==> src/rtl/shift_sequencer.sv <==
// Expands one register command (clear, inc/dec by N, shift/rotate by N) into a
// train of single-cycle control pulses for the downstream general-purpose register.
module shift_sequencer #(
  parameter int DATA_WIDTH = 16,
  parameter int AW         = $clog2(DATA_WIDTH) + 1
) (
  input  logic                  clk,
  input  logic                  rst,
  input  logic                  start,
  input  logic [2:0]            op,
  input  logic [AW-1:0]         amount,
  input  logic                  abort,
  input  logic [DATA_WIDTH-1:0] reg_out,
  output logic                  cl,
  output logic                  inc,
  output logic                  dec,
  output logic                  sr,
  output logic                  sl,
  output logic                  ir,
  output logic                  il,
  output logic                  busy,
  output logic                  done
);

  localparam logic [2:0] OP_NOP = 3'b000;
  localparam logic [2:0] OP_CLR = 3'b001;
  localparam logic [2:0] OP_INC = 3'b010;
  localparam logic [2:0] OP_DEC = 3'b011;
  localparam logic [2:0] OP_LSR = 3'b100;
  localparam logic [2:0] OP_ASR = 3'b101;
  localparam logic [2:0] OP_LSL = 3'b110;
  localparam logic [2:0] OP_ROR = 3'b111;

  typedef enum logic [1:0] {IDLE, RUN, DONE} state_t;

  state_t        state;
  logic [2:0]    op_q;
  logic [AW-1:0] cnt_q;

  // Only the end bits feed the fill logic; the rest of the feedback bus is idle.
  logic unused_reg_bits;
  assign unused_reg_bits = ^reg_out;

  always_ff @(posedge clk) begin
    if (rst) begin
      state <= IDLE;
      op_q  <= '0;
      cnt_q <= '0;
      busy  <= 1'b0;
      done  <= 1'b0;
    end else begin
      done <= 1'b0;
      case (state)
        IDLE: if (start) begin
          op_q <= op;
          if (op == OP_NOP || (amount == '0 && op != OP_CLR)) begin
            state <= DONE;
            done  <= 1'b1;
          end else begin
            state <= RUN;
            busy  <= 1'b1;
            cnt_q <= (op == OP_CLR) ? AW'(1) : amount;
          end
        end
        RUN: begin
          if (abort) begin
            state <= IDLE;
            busy  <= 1'b0;
          end else begin
            cnt_q <= cnt_q - AW'(1);
            if (cnt_q == AW'(1)) begin
              state <= DONE;
              busy  <= 1'b0;
              done  <= 1'b1;
            end
          end
        end
        DONE:    state <= IDLE;
        default: state <= IDLE;
      endcase
    end
  end

  // Fill bits follow the live register so each pulse of a multi-bit ASR/ROR
  // sees the result of the previous one.
  always_comb begin
    cl  = 1'b0;
    inc = 1'b0;
    dec = 1'b0;
    sr  = 1'b0;
    sl  = 1'b0;
    ir  = 1'b0;
    il  = 1'b0;
    if (state == RUN) begin
      case (op_q)
        OP_ASR:  ir = reg_out[DATA_WIDTH-1];
        OP_ROR:  ir = reg_out[0];
        default: ir = 1'b0;
      endcase
      if (!abort) begin
        case (op_q)
          OP_CLR:                 cl  = 1'b1;
          OP_INC:                 inc = 1'b1;
          OP_DEC:                 dec = 1'b1;
          OP_LSR, OP_ASR, OP_ROR: sr  = 1'b1;
          OP_LSL:                 sl  = 1'b1;
          default:                ;
        endcase
      end
    end
  end

endmodule

==> config.mk <==
export PLATFORM = sky130hd
export DESIGN_NAME = shift_sequencer
export DESIGN_NICKNAME = d
export VERILOG_FILES = /design/src/rtl/shift_sequencer.sv
export SDC_FILE = /design/constraint.sdc
export NUM_CORES = 1
export LEC_CHECK = 0
export CAP_MARGIN = 25
export CORE_UTILIZATION = 39
export CTS_CLUSTER_DIAMETER = 50
export DETAILED_ROUTE_END_ITERATION = 10
export GPL_ROUTABILITY_DRIVEN = 0
export GPL_TIMING_DRIVEN = 0
export PLACE_DENSITY = 0.8
export SETUP_SLACK_MARGIN = 0.15
export SYNTH_ARGS = -nofsm -noshare
export SYNTH_HDL_FRONTEND = slang
export SYNTH_SLANG_ARGS = --single-unit
export TNS_END_PERCENT = 50
==> constraint.sdc <==
create_clock -name clk -period 2.1 [get_ports clk]
set_clock_uncertainty 0.2 [all_clocks]
set_input_delay 0.21 -clock clk [delete_from_list [all_inputs] [get_ports clk]]
set_output_delay 0.21 -clock clk [all_outputs]
set_load 0.02 [all_outputs]
# Yosys cells after proc, flatten, opt, wreduce, memory -nomap -nowiden
# Cells that the tools add are included.
[totals]
regBits = 12
elab_cells = 69
[classes]
n_addsub = 1
eq_ne = 15
n_mux = 37
reduce_logical = 11
[op_table]
columns = ["operator", "n"]
rows = [
  ["$mux 1", 24],
  ["$mux 5", 4],
  ["$eq 3x3->1 const B", 4],
  ["$pmux 5 s2", 1],
  ["$mux 2", 4],
  ["$reduce_and 4->1", 2],
  ["$eq 3x1->1 const B", 2],
  ["$eq 3x2->1 const B", 2],
  ["$ne 2x2->1 const B", 3],
  ["$pmux 1 s2", 3],
  ["$eq 5x1->1 const B", 1],
  ["$logic_not 5->1", 1],
  ["$sub 5x1->5 const B", 1],
  ["$pmux 2 s2", 1],
  ["$reduce_and 2->1", 2],
  ["$logic_not 3->1", 1],
  ["$ne 3x1->1 const B", 1],
  ["$ne 3x3->1 const B", 1],
  ["$reduce_or 3->1", 1],
  ["$eq 2x1->1 const B", 1],
  ["$logic_not 2->1", 1],
  ["$reduce_bool 2->1", 1],
  ["$logic_and 1x1->1", 1],
  ["$logic_or 1x1->1", 1],
]

# Longest topological paths before layout
[depth]
word_depth = 6
ltp_mapped = 6
depth_no_buf = 6

# Worst setup path before layout
# OpenSTA, ideal clock, no wires.
[synth_path]
path_kind = "register to output"
startpoint = "reg state[1]"
endpoint = "out inc"
arrival_time_ns = 1.457
t_required_ns = 1.690
slack_ns = 0.233
stages_incl_launch_ff = 5
path_buffers = 2
path_cell_list = "dfxtp_1 -> clkbuf_1 -> nand2b_1 -> buf_2 -> nor4_1"
[synth_between]
elab_chain_cells = 2
[synth_lines]
columns = ["element", "line_no", "source"]
rows = [
  ["from (decl)", "36", "state_t state;"],
  ["from (signal assigned)", "46", "state <= IDLE;"],
  ["from (signal assigned)", "57", "state <= DONE;"],
  ["from (signal assigned)", "60", "state <= RUN;"],
  ["$eq 2x1->1", "94", "if (state == RUN) begin"],
  ["$mux 1", "94", ""],
  ["to (decl)", "15", "output logic inc,"],
]
# No other way between the ends.

# Worst setup path after layout
[layout_path]
startpoint = "in op[0]"
endpoint = "reg cnt_q[4]"
[layout_between]
elab_chain_cells = 5
elab_cells_between_ends = 11
cone_classes = "eq/ne (3); mux (4); reduce/logical (4)"
[layout_lines]
columns = ["element", "line_no", "source"]
rows = [
  ["from (decl)", "10", "input logic [2:0] op,"],
  ["$eq 3x1->1 or $ne 3x1->1 (tied branches)", "62, 56", ""],
  ["$mux 5 or $logic_and 1x1->1 (tied branches)", "62, 56", ""],
  ["$mux 5 or $logic_or 1x1->1 (tied branches)", "56", "if (op == OP_NOP || (amount == '0 && op != OP_CLR)) begin"],
  ["$mux 5 or $ne 2x2->1 (tied branches)", "n/a", ""],
  ["$pmux 5 s2 or $reduce_and 4->1 (tied branches)", "n/a", ""],
  ["to (signal assigned)", "62", "cnt_q <= (op == OP_CLR) ? AW'(1) : amount;"],
  ["to (signal assigned)", "70", "cnt_q <= cnt_q - AW'(1);"],
  ["to (decl)", "38", "logic [AW-1:0] cnt_q;"],
]
# Parallel ways exist; a longest one is shown, timed or not. The select of a mux whose other input is x is not followed.
# A chain may end at the register's enable or synchronous reset.

==> metrics.md <==
| Metric | Value |
|---|---|
| Number of flops mapped to enable cells by yosys | `0` |
| Core region area | `0.00176 mm^2` |
| Adder-cell share of the synthesized area | `3.31%` |
| Number of CTS-inserted buffers | `3` |
| Total I/O pin count | `37` |
| DIE HEIGHT | `46.0 um` |
| Reported max-cap violation count | `0` |
| Fmax | `528 MHz` |
| Avg Vias per Cell | `5.81` |
| Hold Crit Class | `in -> reg` |
| Crit Path Max Fanout | `5` |
| Largest net degree at the start of global routing | `11` |
| Insertion delay to the later sink of the worst-skew pair | `0.28 ns` |
| Share of synthesized area occupied by flip-flops and latches | `31.8%` |
| Fraction of registers with async set or reset after synthesis | `0%` |
| Synth Area in XOR/XNOR | `2.32%` |
| First-pass iteration count of the detailed router | `4` |
| Final Core Density | `60.9%` |
| H-tree levels | `1` |
| Num rows | `15` |
| Total wire length | `2060 um` |
| Root buffer cell | `sky130_fd_sc_hd__clkbuf_4` |
| Floorplan die area | `0.00212 mm^2` |
| P&R area growth vs syn | `42.1%` |
| Share of the clock period used by the worst path after layout | `90.2%` |
| Port buffer count | `21` |
| Clock transition at the registers of the reported paths | `0.08 ns` |
| Final critical-path setup slack | `0.206 ns` |
| Ratio of cells with drive above 1 in the final layout | `19.2%` |
| Slew margin rel. | `45.1%` |
| Simple logic cell fraction of the synthesized area | `28.8%` |
| Number of vias after detailed routing | `843` |
| # clock sinks | `12` |
| Final min period | `1.89 ns` |
| Syn_area_per_cell | `7.87 um^2` |
| Overall routing resource usage | `21.6%` |
| Number of buffers added for setup after CTS | `0` |
| Finish-stage setup viols | `0` |
| Setup total negative slack | `0 ns` |
| Gr ovfl total | `0` |
| Dominant combinational cell family by area after synthesis | `simple AND/OR/NAND/NOR gates` |
| Post-detailed-route count of antenna-violating nets | `0` |
| Yosys Warn Count | `0` |
| Wire length per cell after detailed routing | `14.2 um` |
| Run status | `completed` |
| X dimension of the die | `46.0 um` |
| Dpl cell area | `997 um^2` |
| Unique masters post-synth | `37` |
| TritonCTS clock tree | `built` |
| Sum of internal, switching and leakage power | `0.616 mW` |
| Kind of start point of the critical path | `input port` |
| Critical path data required time | `2.04 ns` |
| Post-placement setup slack | `-0.168 ns` |
| Mux cell area share after synthesis | `1.32%` |
| CP arrival | `1.84 ns` |
| Number of flip-flops and latches in the synthesized netlist | `12` |
| Final Non-Filler Cells | `145` |
| CTS Hold Bufs | `0` |
| Netlist area before placement | `756 um^2` |
| Via count of the first global-routing pass | `771` |
| Total non-filler cell area in the finished layout | `0.00107 mm^2` |
| RSZ-0062 raised after global routing | `false` |
| Number of max-slew violations in the final report | `0` |
| Antenna violations before repair | `0` |
| Number of failing hold endpoints at the final stage | `0` |
| Main synth FF type | `sky130_fd_sc_hd__dfxtp_1` |
| Worst-case hold slack | `0.125 ns` |
| Gate Count Post-Synth | `96` |
| N_diodes | `0` |
| Dpl cells | `142` |
| Placed wire-length estimate after detailed placement | `1480 um` |
| DRC marker count from the first detailed-route iteration | `31` |
| Net total in the final layout | `152` |
| Static leakage | `0.454 nW` |
| Largest buffer count on any clock path | `2` |
| Type of element capturing the critical path | `flip-flop` |
| Power density over the cells | `573 mW/mm^2` |
| DRC errors left | `0` |
| Setup Crit Path Kind | `in -> reg` |
| Peak supply drop | `0.000357 V` |
| Effective utilization at floorplan | `42.8%` |
| Syn nets | `126` |
| Compound-cell area share of the yosys netlist | `27.8%` |
| Worst Tran Pin Value | `0.812 ns` |
| Wire length of the first global-routing pass | `3260 um` |
[layout make-up]
cell class	instances	area, um^2
clock buffer	3	22.5
timing repair buffer	21	198
multi-input combinational	77	539
inverter	3	11.3
buffer	4	30.0
tap	25	31.3
sequential	12	241
fill	185	691
[cell families (layout without fill, tap and decap cells)]
logic type / after synthesis / in the layout
compound gates: 31 / 31
mux: 1 / 1
buf+inv: 7 / 31
flops: 12 / 12
simple gates: 40 / 40
other cells: 1 / 1
xor+xnor: 2 / 2
fa+ha+maj: 2 / 2
[power by group]
part	internal, mW	leakage [nW]	switching (mW)
sequential	0.249	0.0991	0.0256
clock	0.0665	0.0138	0.0804
combinational	0.0937	0.341	0.100
[worst paths after layout]
path	startpoint	end	slack [ns]	cells after the start
setup / recovery	op[0]	cnt_q[4]	0.21	5
hold / removal	op[1]	op_q[1]	0.13	3
setup reg to reg	cnt_q[0]	cnt_q[4]	0.28	6
hold reg to reg	op_q[0]	op_q[0]	0.32	2
[worst max-delay path, stage by stage]
cell	delay, ns
sky130_fd_sc_hd__clkdlybuf4s50_1	0.55
sky130_fd_sc_hd__or3b_4	0.43
sky130_fd_sc_hd__and3_1	0.20
sky130_fd_sc_hd__a2111oi_1	0.36
sky130_fd_sc_hd__nor3_1	0.09
[sequential cells by signal, indices dropped and copies added (netlist names)]
| signal | count |
|---|---|
| busy | 1 |
| cnt_q | 5 |
| done | 1 |
| op_q | 3 |
| state | 2 |
[repair_timing]
item                       4_1_cts  5_1_grt
setup endpoints to repair       10       11
pin swaps                        0        4
resized for setup               28       22
[cells in the final DEF (no fill, tap or decap), types with 2 or more instances in the layout]
master and n:
sky130_fd_sc_hd__dfxtp_1 11, sky130_fd_sc_hd__a31oi_1 2, sky130_fd_sc_hd__inv_1 3, sky130_fd_sc_hd__and3_1 6
sky130_fd_sc_hd__clkbuf_4 3, sky130_fd_sc_hd__a21oi_2 2, sky130_fd_sc_hd__nand2b_1 3, sky130_fd_sc_hd__dlymetal6s2s_1 4
sky130_fd_sc_hd__a21oi_1 10, sky130_fd_sc_hd__clkdlybuf4s50_1 11, sky130_fd_sc_hd__buf_4 5, sky130_fd_sc_hd__nor2_1 7
sky130_fd_sc_hd__o21ai_0 4, sky130_fd_sc_hd__buf_2 2, sky130_fd_sc_hd__xor2_1 2, sky130_fd_sc_hd__ha_1 2
sky130_fd_sc_hd__nand2_1 8, sky130_fd_sc_hd__or3_1 2, sky130_fd_sc_hd__nor3_1 4
[synth_stat cells (2+ instances only)]
cell / number / area (um^2)
sky130_fd_sc_hd__o21ai_0: 4 / 20.0
sky130_fd_sc_hd__nor2_1: 8 / 30.0
sky130_fd_sc_hd__dfxtp_1: 12 / 240
sky130_fd_sc_hd__nand2_1: 8 / 30.0
sky130_fd_sc_hd__a2111oi_0: 2 / 17.5
sky130_fd_sc_hd__nand2b_1: 4 / 25.0
sky130_fd_sc_hd__nor3_1: 5 / 25.0
sky130_fd_sc_hd__and3_1: 6 / 37.5
sky130_fd_sc_hd__a31oi_1: 2 / 12.5
sky130_fd_sc_hd__a21oi_1: 12 / 60.1
sky130_fd_sc_hd__or3_1: 2 / 12.5
sky130_fd_sc_hd__clkbuf_1: 2 / 7.51
sky130_fd_sc_hd__inv_1: 3 / 11.3
sky130_fd_sc_hd__ha_1: 2 / 25.0
sky130_fd_sc_hd__xor2_1: 2 / 17.5
[per-layer routing]
layer,vias up,global-route usage [%],wire [um]
met3,6,2.38,167
li1,410,-,-
met5,-,0,0
met1,390,26.7,833
met2,37,36.6,1000
met4,0,10.6,51
No activity file was read; power rests on OpenSTA's default activity.
